<file path="config.mk">
export PLATFORM = sky130hd
export DESIGN_NAME = jk_mod_counter
export DESIGN_NICKNAME = d
export VERILOG_FILES = /design/src/rtl/jk_mod_counter_pkg.sv /design/src/rtl/jk_mod_counter_jk_cell.sv /design/src/rtl/jk_mod_counter.sv
export SDC_FILE = /design/constraint.sdc
export NUM_CORES = 1
export LEC_CHECK = 0
export ABC_AREA = 1
export CELL_PAD_IN_SITES_DETAIL_PLACEMENT = 0
export CELL_PAD_IN_SITES_GLOBAL_PLACEMENT = 2
export CORE_ASPECT_RATIO = 1.4
export CORE_MARGIN = 2
export CORE_UTILIZATION = 29
export CTS_BUF_LIST = sky130_fd_sc_hd__clkbuf_2 sky130_fd_sc_hd__clkbuf_4 sky130_fd_sc_hd__clkbuf_8
export CTS_CLUSTER_SIZE = 10
export DETAILED_ROUTE_END_ITERATION = 8
export GPL_ROUTABILITY_DRIVEN = 1
export PLACE_DENSITY = 0.95
export SLEW_MARGIN = 20
export SYNTH_ARGS = -nofsm -noshare
export SYNTH_HDL_FRONTEND = slang
export SYNTH_HIERARCHICAL = 1
export SYNTH_SLANG_ARGS = --single-unit
</file>
<file path="constraint.sdc">
create_clock -name clk -period 2.8 [get_ports clk]
set_input_delay 0.28 -clock clk [delete_from_list [all_inputs] [get_ports clk]]
set_output_delay 0.28 -clock clk [all_outputs]
set_load 0.01 [all_outputs]
</file>
<file path="src/rtl/jk_mod_counter_pkg.sv">
// Shared JK excitation codes and helpers for the mod-N counter slice.
// Codes are packed as {J, K}.
package jk_mod_counter_pkg;

   localparam logic [1:0] JK_HOLD = 2'b00;
   localparam logic [1:0] JK_RST  = 2'b01;
   localparam logic [1:0] JK_SET  = 2'b10;
   localparam logic [1:0] JK_TOG  = 2'b11;

   // Plain counting step: toggle when the bit changes, otherwise hold.
   function automatic logic [1:0] jkStep(input logic cur, input logic nxt);
      return (cur == nxt) ? JK_HOLD : JK_TOG;
   endfunction

   // Forced value (wrap or load): J = target, K = ~target.
   function automatic logic [1:0] jkForce(input logic target);
      return target ? JK_SET : JK_RST;
   endfunction

endpackage

</file>
<file path="src/rtl/jk_mod_counter_jk_cell.sv">
// Single JK flip-flop with a synchronous active-low reset.
module jk_cell
   import jk_mod_counter_pkg::*;
(
   input  logic clk,
   input  logic reset,
   input  logic j,
   input  logic k,
   output logic q
);

   logic stateQ;

   always_ff @(posedge clk) begin
      if (!reset) begin
         stateQ <= 1'b0;
      end else begin
         case ({j, k})
            JK_HOLD: stateQ <= stateQ;
            JK_RST:  stateQ <= 1'b0;
            JK_SET:  stateQ <= 1'b1;
            default: stateQ <= ~stateQ;
         endcase
      end
   end

   assign q = stateQ;

endmodule

</file>
<file path="src/rtl/jk_mod_counter.sv">
// Mod-N up/down counter whose bits are JK cells; next-state and J/K excitation live here.
// tc pulses for one cycle after a wrap; err latches an out-of-range load until reset.
module jk_mod_counter
   import jk_mod_counter_pkg::*;
#(
   parameter int WIDTH   = 4,
   parameter int MODULUS = 10
) (
   input  logic             clk,
   input  logic             reset,
   input  logic             en,
   input  logic             up,
   input  logic             load,
   input  logic [WIDTH-1:0] din,
   output logic [WIDTH-1:0] q,
   output logic             tc,
   output logic             err
);

   // One extra bit so MODULUS == 2**WIDTH still compares correctly.
   localparam int              EXT_W     = WIDTH + 1;
   localparam logic [WIDTH:0]   MOD_EXT   = EXT_W'(MODULUS);
   localparam logic [WIDTH-1:0] MAX_COUNT = WIDTH'(MODULUS - 1);

   logic [WIDTH-1:0] countQ;
   logic [WIDTH-1:0] countD;
   logic             forceD;
   logic             tcQ;
   logic             tcD;
   logic             errQ;
   logic             errD;
   logic             dinLegal;
   logic [WIDTH-1:0] jVec;
   logic [WIDTH-1:0] kVec;

   assign dinLegal = ({1'b0, din} < MOD_EXT);

   always_comb begin
      countD = countQ;
      forceD = 1'b0;
      tcD    = 1'b0;
      errD   = errQ;
      if (load) begin
         forceD = 1'b1;
         countD = dinLegal ? din : '0;
         errD   = errQ | ~dinLegal;
      end else if (en && up) begin
         if (countQ == MAX_COUNT) begin
            countD = '0;
            forceD = 1'b1;
            tcD    = 1'b1;
         end else begin
            countD = countQ + WIDTH'(1);
         end
      end else if (en) begin
         if (countQ == '0) begin
            countD = MAX_COUNT;
            forceD = 1'b1;
            tcD    = 1'b1;
         end else begin
            countD = countQ - WIDTH'(1);
         end
      end
   end

   always_comb begin
      jVec = '0;
      kVec = '0;
      for (int i = 0; i < WIDTH; i++) begin
         {jVec[i], kVec[i]} = forceD ? jkForce(countD[i]) : jkStep(countQ[i], countD[i]);
      end
   end

   for (genvar g = 0; g < WIDTH; g++) begin : gCell
      jk_cell uCell (
         .clk   (clk),
         .reset (reset),
         .j     (jVec[g]),
         .k     (kVec[g]),
         .q     (countQ[g])
      );
   end

   always_ff @(posedge clk) begin
      if (!reset) begin
         tcQ  <= 1'b0;
         errQ <= 1'b0;
      end else begin
         tcQ  <= tcD;
         errQ <= errD;
      end
   end

   assign q   = countQ;
   assign tc  = tcQ;
   assign err = errQ;

endmodule

</file>
Yosys cells after proc, flatten, opt, wreduce, memory -nomap -nowiden. Index checks and enable logic that the tools add are counted.

Output and inout port bits: 6. Flip-flop bits (word level): 6. Logic and storage cells: 63.

$lt $le $gt $ge: 1. Muxes and demuxes: 27. Add/subtract/negate cells: 2. Equal/unequal tests: 13. Bitwise logic cells: 7. Reductions and logical operators: 7.

Operators by type and width (number): 2-bit two-way mux (12); 4-bit two-way mux (6); 1-bit one-hot mux with 3 select lines (4); 2-bit by 1-bit == test with 1-bit output (second input constant) (4); 2-bit == test (second input constant) (4); 2-bit logical NOT (4); 1-bit inverter (6); 1-bit two-way mux (5); 4-bit by 1-bit adder with 4-bit output (second input constant) (1); 1-bit == test (4); 4-bit == test (second input constant) (1); 4-bit logical NOT (1); 4-bit < comparator (second input constant) (1); 4-bit by 1-bit subtractor with 4-bit output (second input constant) (1); 2-bit OR reduction (1); 1-bit logical AND (1); 1-bit bitwise OR (1).

Logic depth before layout (Yosys ltp).
Depth after elaboration: 10. Mapped depth: 16.

Cells and area by module. Netlist, hierarchy kept.

By module, submodules not included: jk_mod_counter (seq. area each 40.0 sq um, instances 1, area each 475.5 sq um, cells each 86); jk_cell (seq. area each 20.0 sq um, instances 4, area each 80.1 sq um, cells each 12).

Least setup slack after synthesis. Ideal clock, no wire load.

Path type: reg-to-reg. From: register gCell[2].uCell.stateQ. To: register gCell[0].uCell.stateQ. Slack: 0.890 ns. Cell stages (with the launch flop): 15. Period minus slack after synthesis: 1.910 ns. Data arrival time: 1.793 ns. Path buffers: 0. Library setup time: 0.117 ns. Path through: dfxtp_1 -> inv_1 -> nand2_1 -> nor2_1 -> nand2_1 -> o21ai_2 -> nor2_4 -> nand3_2 -> o21ai_1 -> inv_1 -> ha_1 -> nand2_1 -> nand2_1 -> nor2_1 -> nor2_1.

Word-level cells in the longest chain between the ends: 10. Elaborated cells on any way between the ends: 20. Those cells by class: eq/ne: 4; mux: 14; reduce/logical: 2.

Ends and longest elaborated chain: start: declaration (RTL line jk_mod_counter_jk_cell.sv:12) `logic stateQ;`; start signal: assignment (RTL line jk_mod_counter_jk_cell.sv:19) `JK_HOLD: stateQ <= stateQ;`; start signal: assignment (RTL line jk_mod_counter_jk_cell.sv:22) `default: stateQ <= ~stateQ;`; 4-bit logical NOT (RTL line jk_mod_counter.sv:56) `if (countQ == '0) begin`; 4-bit two-way mux (RTL line jk_mod_counter.sv:56); 4-bit two-way mux (RTL line jk_mod_counter.sv:55) `end else if (en) begin`; 4-bit two-way mux (RTL line jk_mod_counter.sv:47) `end else if (en && up) begin`; 4-bit two-way mux (RTL line jk_mod_counter.sv:43) `if (load) begin`; 1-bit == test (RTL line jk_mod_counter_pkg.sv:12) `return (cur == nxt) ? JK_HOLD : JK_TOG;`; 2-bit two-way mux (RTL line jk_mod_counter_pkg.sv:12); 2-bit two-way mux (*) (RTL line jk_mod_counter.sv:70) `{jVec[i], kVec[i]} = forceD ? jkForce(countD[i]) : jkStep(countQ[i], countD[i]);`; named net jVec[0] (RTL line jk_mod_counter.sv:33) `logic [WIDTH-1:0] jVec;`; 2-bit == test (tied with other cells) (RTL line jk_mod_counter_jk_cell.sv:18) `case ({j, k})`; 1-bit one-hot mux with 3 select lines (RTL line jk_mod_counter_jk_cell.sv:18); end signal: assignment (RTL line jk_mod_counter_jk_cell.sv:19); end signal: assignment (RTL line jk_mod_counter_jk_cell.sv:22); end: declaration (RTL line jk_mod_counter_jk_cell.sv:12).

Mark *: on every way through the listed nets, which the timed path passes. The rest lies on a longest branch. A chain may end at the register's enable or synchronous reset.

Worst setup path after layout.
From: input en. To: register gCell[0].uCell.stateQ.

Word-level cells in the longest chain between the ends: 8. Elaborated cells on any way between the ends: 15. Those cells by class: eq/ne: 3; mux: 10; reduce/logical: 2.

Ends and longest elaborated chain: start: declaration (RTL line jk_mod_counter.sv:11) `input logic en,`; 4-bit two-way mux / 1-bit logical AND (equally long branches) (RTL line jk_mod_counter.sv:55, jk_mod_counter.sv:47); 4-bit two-way mux (RTL line jk_mod_counter.sv:47); 4-bit two-way mux (RTL line jk_mod_counter.sv:43); 1-bit == test (RTL line jk_mod_counter_pkg.sv:12); 2-bit two-way mux (RTL line jk_mod_counter_pkg.sv:12); 2-bit two-way mux (*) (RTL line jk_mod_counter.sv:70); named net jVec[0] (RTL line jk_mod_counter.sv:33); 2-bit == test (tied with other cells) (RTL line jk_mod_counter_jk_cell.sv:18); 1-bit one-hot mux with 3 select lines (RTL line jk_mod_counter_jk_cell.sv:18).

Marks and branches as above.

==> results.md <==
| Group | Parameter | Reported |
|---|---|---|
| power | Power share of the combinational group | 64.7% |
| power | Pwr per Cell Area | 738 nW/um^2 |
| power | Post-layout power | 734 uW |
| finish | Area of the multi-input gates | 577 um^2 |
| global routing | Global-route wire length before repair | 3.10 mm |
| finish | NumNets Final | 169 |
| finish | Share of final-layout standard cells stronger than drive strength 1 | 14.0% |
| route | DRT iter0 DRCs | 13 |
| placement | Post-Place Worst Slack | 0.371 ns |
| sta | WHS | 0.458 ns |
| clock tree | TritonCTS clock tree | yes |
| logic synthesis | Synthesis Warnings | 6 |
| die | Count of standard-cell rows | 22 |
| die | Die Ht | 66.0 um |
| route | Vias per Instance | 4.80 |
| critical path | Maximum cell stage delay along the critical path | 0.61 ns |
| sta | Final hold viol count | 0 |
| power | Psw | 373 uW |
| sta | Final number of max-transition violations | 0 |
| logic synthesis | Synth Cell Area | 796 um^2 |
| global routing | Gr usage total | 13.5% |
| run | Maximum capacitance violations | 0 |
| power | Proportion of total power due to net switching | 50.8% |
| sta | Final critical-path required period | 2.20 ns |
| die | Standard cell core area | 2620 um^2 |
| clock tree | CTS sink cnt | 6 |
| critical path | Critical-path cell list | clkdlybuf4s50_1 > nand2_1 > inv_2 > o21ai_2 > nor2_4 > nand3_2 > o21ai_1 > inv_1 > ha_1 > nand2_1 > nand2_1 > nor2_1 > nor2_1 |
| clock tree | Number of instances resized during post-cts repair | 0 |
| logic synthesis | Average cell area after synthesis | 5.94 um^2 |
| worst hold path | Class of the most critical hold timing path | flip-flop to flip-flop |
| placement | IO Port Bufs | 14 |
| logic synthesis | Leading post-synthesis cells by cell area | sky130_fd_sc_hd__dfxtp_1, sky130_fd_sc_hd__nand2_1, sky130_fd_sc_hd__ha_1, sky130_fd_sc_hd__nand3_1, sky130_fd_sc_hd__inv_1 |
| route | Final routed wirelength across all metal layers | 1.89 mm |
| logic synthesis | Largest area contributor in the synthesized netlist | sky130_fd_sc_hd__dfxtp_1 |
| route | Antenna viol nets, final | 0 |
| global routing | Number of global-route vias before repair | 799 |
| global routing | Antenna violations before repair | 0 |
| die | Die Area | 3180 um^2 |
| sta | Max transition margin | 71.9% |
| logic synthesis | Number of storage elements in the synthesis netlist | 6 |
| clock tree | Buffer type at the clock tree root | sky130_fd_sc_hd__clkbuf_4 |
| route | Iteration count of the initial detailed-routing pass | 4 |
| global routing | Pin count of the biggest net entering global routing | 11 |
| finish | Number of antenna diodes | 0 |
| sta | Final Cycle Share | 78.5% |
| critical path | Crit path DAT | 2.33 ns |
| route | Via count | 892 |
| clock tree | Hold buffer count at CTS | 0 |
| finish | Post-Route Utilization | 38.0% |
| sta | Setup repair after global routing missed its margin | no |
| clock tree | Setup bufs post-CTS | 0 |
| power | Part of the total power dissipated in sequential elements | 23.9% |
| critical path | Kind of critical path | input port to flip-flop |
| sta | Transition time at the pin with the least slew margin | 0.420 ns |
| critical path | Crit-path leading delay family | buffers and inverters |
| logic synthesis | Post-synthesis cell count | 134 |
| logic synthesis | Share of the synthesized area in the top cell type | 15.1% |
| power | Clock share of power | 11.4% |
| clock tree | Clock latency reported for the late side of the worst-skew pair | 0.25 ns |
| critical path | Critical Path Most Common Cell | sky130_fd_sc_hd__nand2_1 |
| critical path | Required arrival time at the worst endpoint | 2.94 ns |
| placement | Final estimated routing congestion in global placement | 0.931 |
| sta | Maximum clock rate | 455 MHz |
| clock tree | Clock Tree Buf Depth | 2 |
| power | Cell internal pwr | 361 uW |
| logic synthesis | Post-synth net total | 151 |
| power | Leakage | 0.492 nW |
| clock tree | Clk slew on worst S/H paths | 0.05 ns |
| critical path | Number of buffers and inverters on the critical path | 3 |
| critical path | Critical Path End Type | flip-flop |
| die | Width of the die | 48.3 um |
| route | Average wire per standard cell | 10.2 um |
| clock tree | Total clock buffers created by CTS | 3 |
| clock tree | CTS H-tree depth | 1 |
| finish | Area grow syn2layout | 25.0% |
| finish | Area of all sequential standard cells | 120 um^2 |
| sta | Final number of setup-violating endpoints | 0 |
| die | Starting density of the core | 30.4% |
| outcome | Run status | completed |
| global routing | Sum of overflow across all layers after global routing | 0 |
| route | Number of remaining DRC errors | 0 |
| finish | Fillcell total | 287 |
| critical path | Worst setup SP type | input port |
| sta | Final TNS setup | 0 ns |
| placement | HPWL after DPL | 1.57 mm |
| sta | Final setup margin | 0.601 ns |
| sta | Final Skew | 0.00600 ns |
| critical path | Crit path max-delay cell type | sky130_fd_sc_hd__clkdlybuf4s50_1 |
| power | Worst voltage drop across the vdd grid | 0.000268 V |
| logic synthesis | Sequential element share of the synthesized area | 15.1% |
| die | Number of top-level design ports | 15 |
| critical path | Highest net fanout along the worst path | 8 |
| logic synthesis | Library cells used by synthesis | 22 |
-- tightest hold or removal path, cell delays in order, from the launching register on --
cell                       delay (ns)
sky130_fd_sc_hd__dfxtp_1         0.30
sky130_fd_sc_hd__inv_1           0.04
sky130_fd_sc_hd__a21boi_0        0.06
-- metrics by stage --
stage          std cells  cell area (um^2)
5_1_grt              186               995
3_5_place_dp         183               972
2_1_floorplan        134               796
3_3_place_gp         183               972
6_report             186               995
4_1_cts              186               995
-- logic make-up after synthesis --
kind of cell | count (synthesis) | share of synthesized area (%)
compound gates | 18 | 13.4
fa+ha+maj | 8 | 12.6
buf+inv | 24 | 12.4
flops | 6 | 15.1
simple gates | 78 | 46.5
-- power by group through the flow --
| stage | Combinational [mW] | Sequential (mW) | Clock (mW) |
|---|---|---|---|
| finish | 0.475 | 0.176 | 0.0835 |
| global route | 0.547 | 0.184 | 0.0926 |
| CTS | 0.480 | 0.176 | 0.0892 |
| detailed placement | 0.477 | 0.178 | 0 |
| global placement | 0.473 | 0.179 | 0 |
| floorplan | 0.347 | 0.170 | 0 |
-- cell usage in the layout (no fill, tap or decap), types with 5 or more instances in the layout --
master	instances
sky130_fd_sc_hd__nand3_1	16
sky130_fd_sc_hd__nand2_1	32
sky130_fd_sc_hd__nor2_1	17
sky130_fd_sc_hd__clkdlybuf4s50_1	14
sky130_fd_sc_hd__inv_1	18
sky130_fd_sc_hd__dfxtp_1	6
sky130_fd_sc_hd__nand3_2	5
sky130_fd_sc_hd__ha_1	8
sky130_fd_sc_hd__o21ai_1	6
-- synthesized netlist by cell type --
| library cell | n |
|---|---|
| sky130_fd_sc_hd__inv_2 | 4 |
| sky130_fd_sc_hd__nand3b_1 | 1 |
| sky130_fd_sc_hd__o21ai_0 | 4 |
| sky130_fd_sc_hd__a21boi_0 | 1 |
| sky130_fd_sc_hd__o211ai_2 | 1 |
| sky130_fd_sc_hd__o21ai_2 | 1 |
| sky130_fd_sc_hd__nand3_1 | 16 |
| sky130_fd_sc_hd__nor2_1 | 17 |
| sky130_fd_sc_hd__nand2_2 | 3 |
| sky130_fd_sc_hd__o211ai_1 | 1 |
| sky130_fd_sc_hd__nand2_1 | 32 |
| sky130_fd_sc_hd__ha_1 | 8 |
| sky130_fd_sc_hd__buf_6 | 1 |
| sky130_fd_sc_hd__nor2_2 | 2 |
| sky130_fd_sc_hd__a21oi_1 | 4 |
| sky130_fd_sc_hd__nand4_1 | 1 |
| sky130_fd_sc_hd__nor2_4 | 1 |
| sky130_fd_sc_hd__dfxtp_1 | 6 |
| sky130_fd_sc_hd__nand3_2 | 5 |
| sky130_fd_sc_hd__o21ai_1 | 6 |
| sky130_fd_sc_hd__inv_1 | 18 |
| sky130_fd_sc_hd__clkbuf_2 | 1 |
-- final cells by class --
class	instances	area share, %
multi-input combinational	104	58.0
timing repair buffer	15	14.8
sequential	6	12.1
inverter	22	8.30
tap	36	4.53
clock buffer	3	2.26
-- path summary, 6_finish.rpt --
check	start	endpoint	slack [ns]	depth (start not counted)
worst max-delay path	en	gCell[0].uCell/q$_SDFFE_PN0P_	0.60	13
worst min-delay path	err$_SDFFE_PN0P_	err$_SDFFE_PN0P_	0.46	2
worst max register to register	gCell[2].uCell/q$_SDFFE_PN0P_	gCell[0].uCell/q$_SDFFE_PN0P_	0.69	14
worst min register to register	err$_SDFFE_PN0P_	err$_SDFFE_PN0P_	0.46	2
-- routing by layer --
layer | GRT usage [%] | up-vias | share of wire [%] | wire (um)
li1 | - | 467 | - | -
met1 | 14.5 | 397 | 43 | 812
met2 | 21.9 | 20 | 50 | 938
met3 | 2.46 | 8 | 3.2 | 60
met4 | 9.80 | 0 | 4.2 | 80
met5 | 0 | - | 0 | 0
-- sequential cells by signal, summed over array words and instances (netlist names) --
signal / count
tc: 1
err: 1
gCell.uCell/q: 4
No activity file was read; power rests on OpenSTA's default activity.
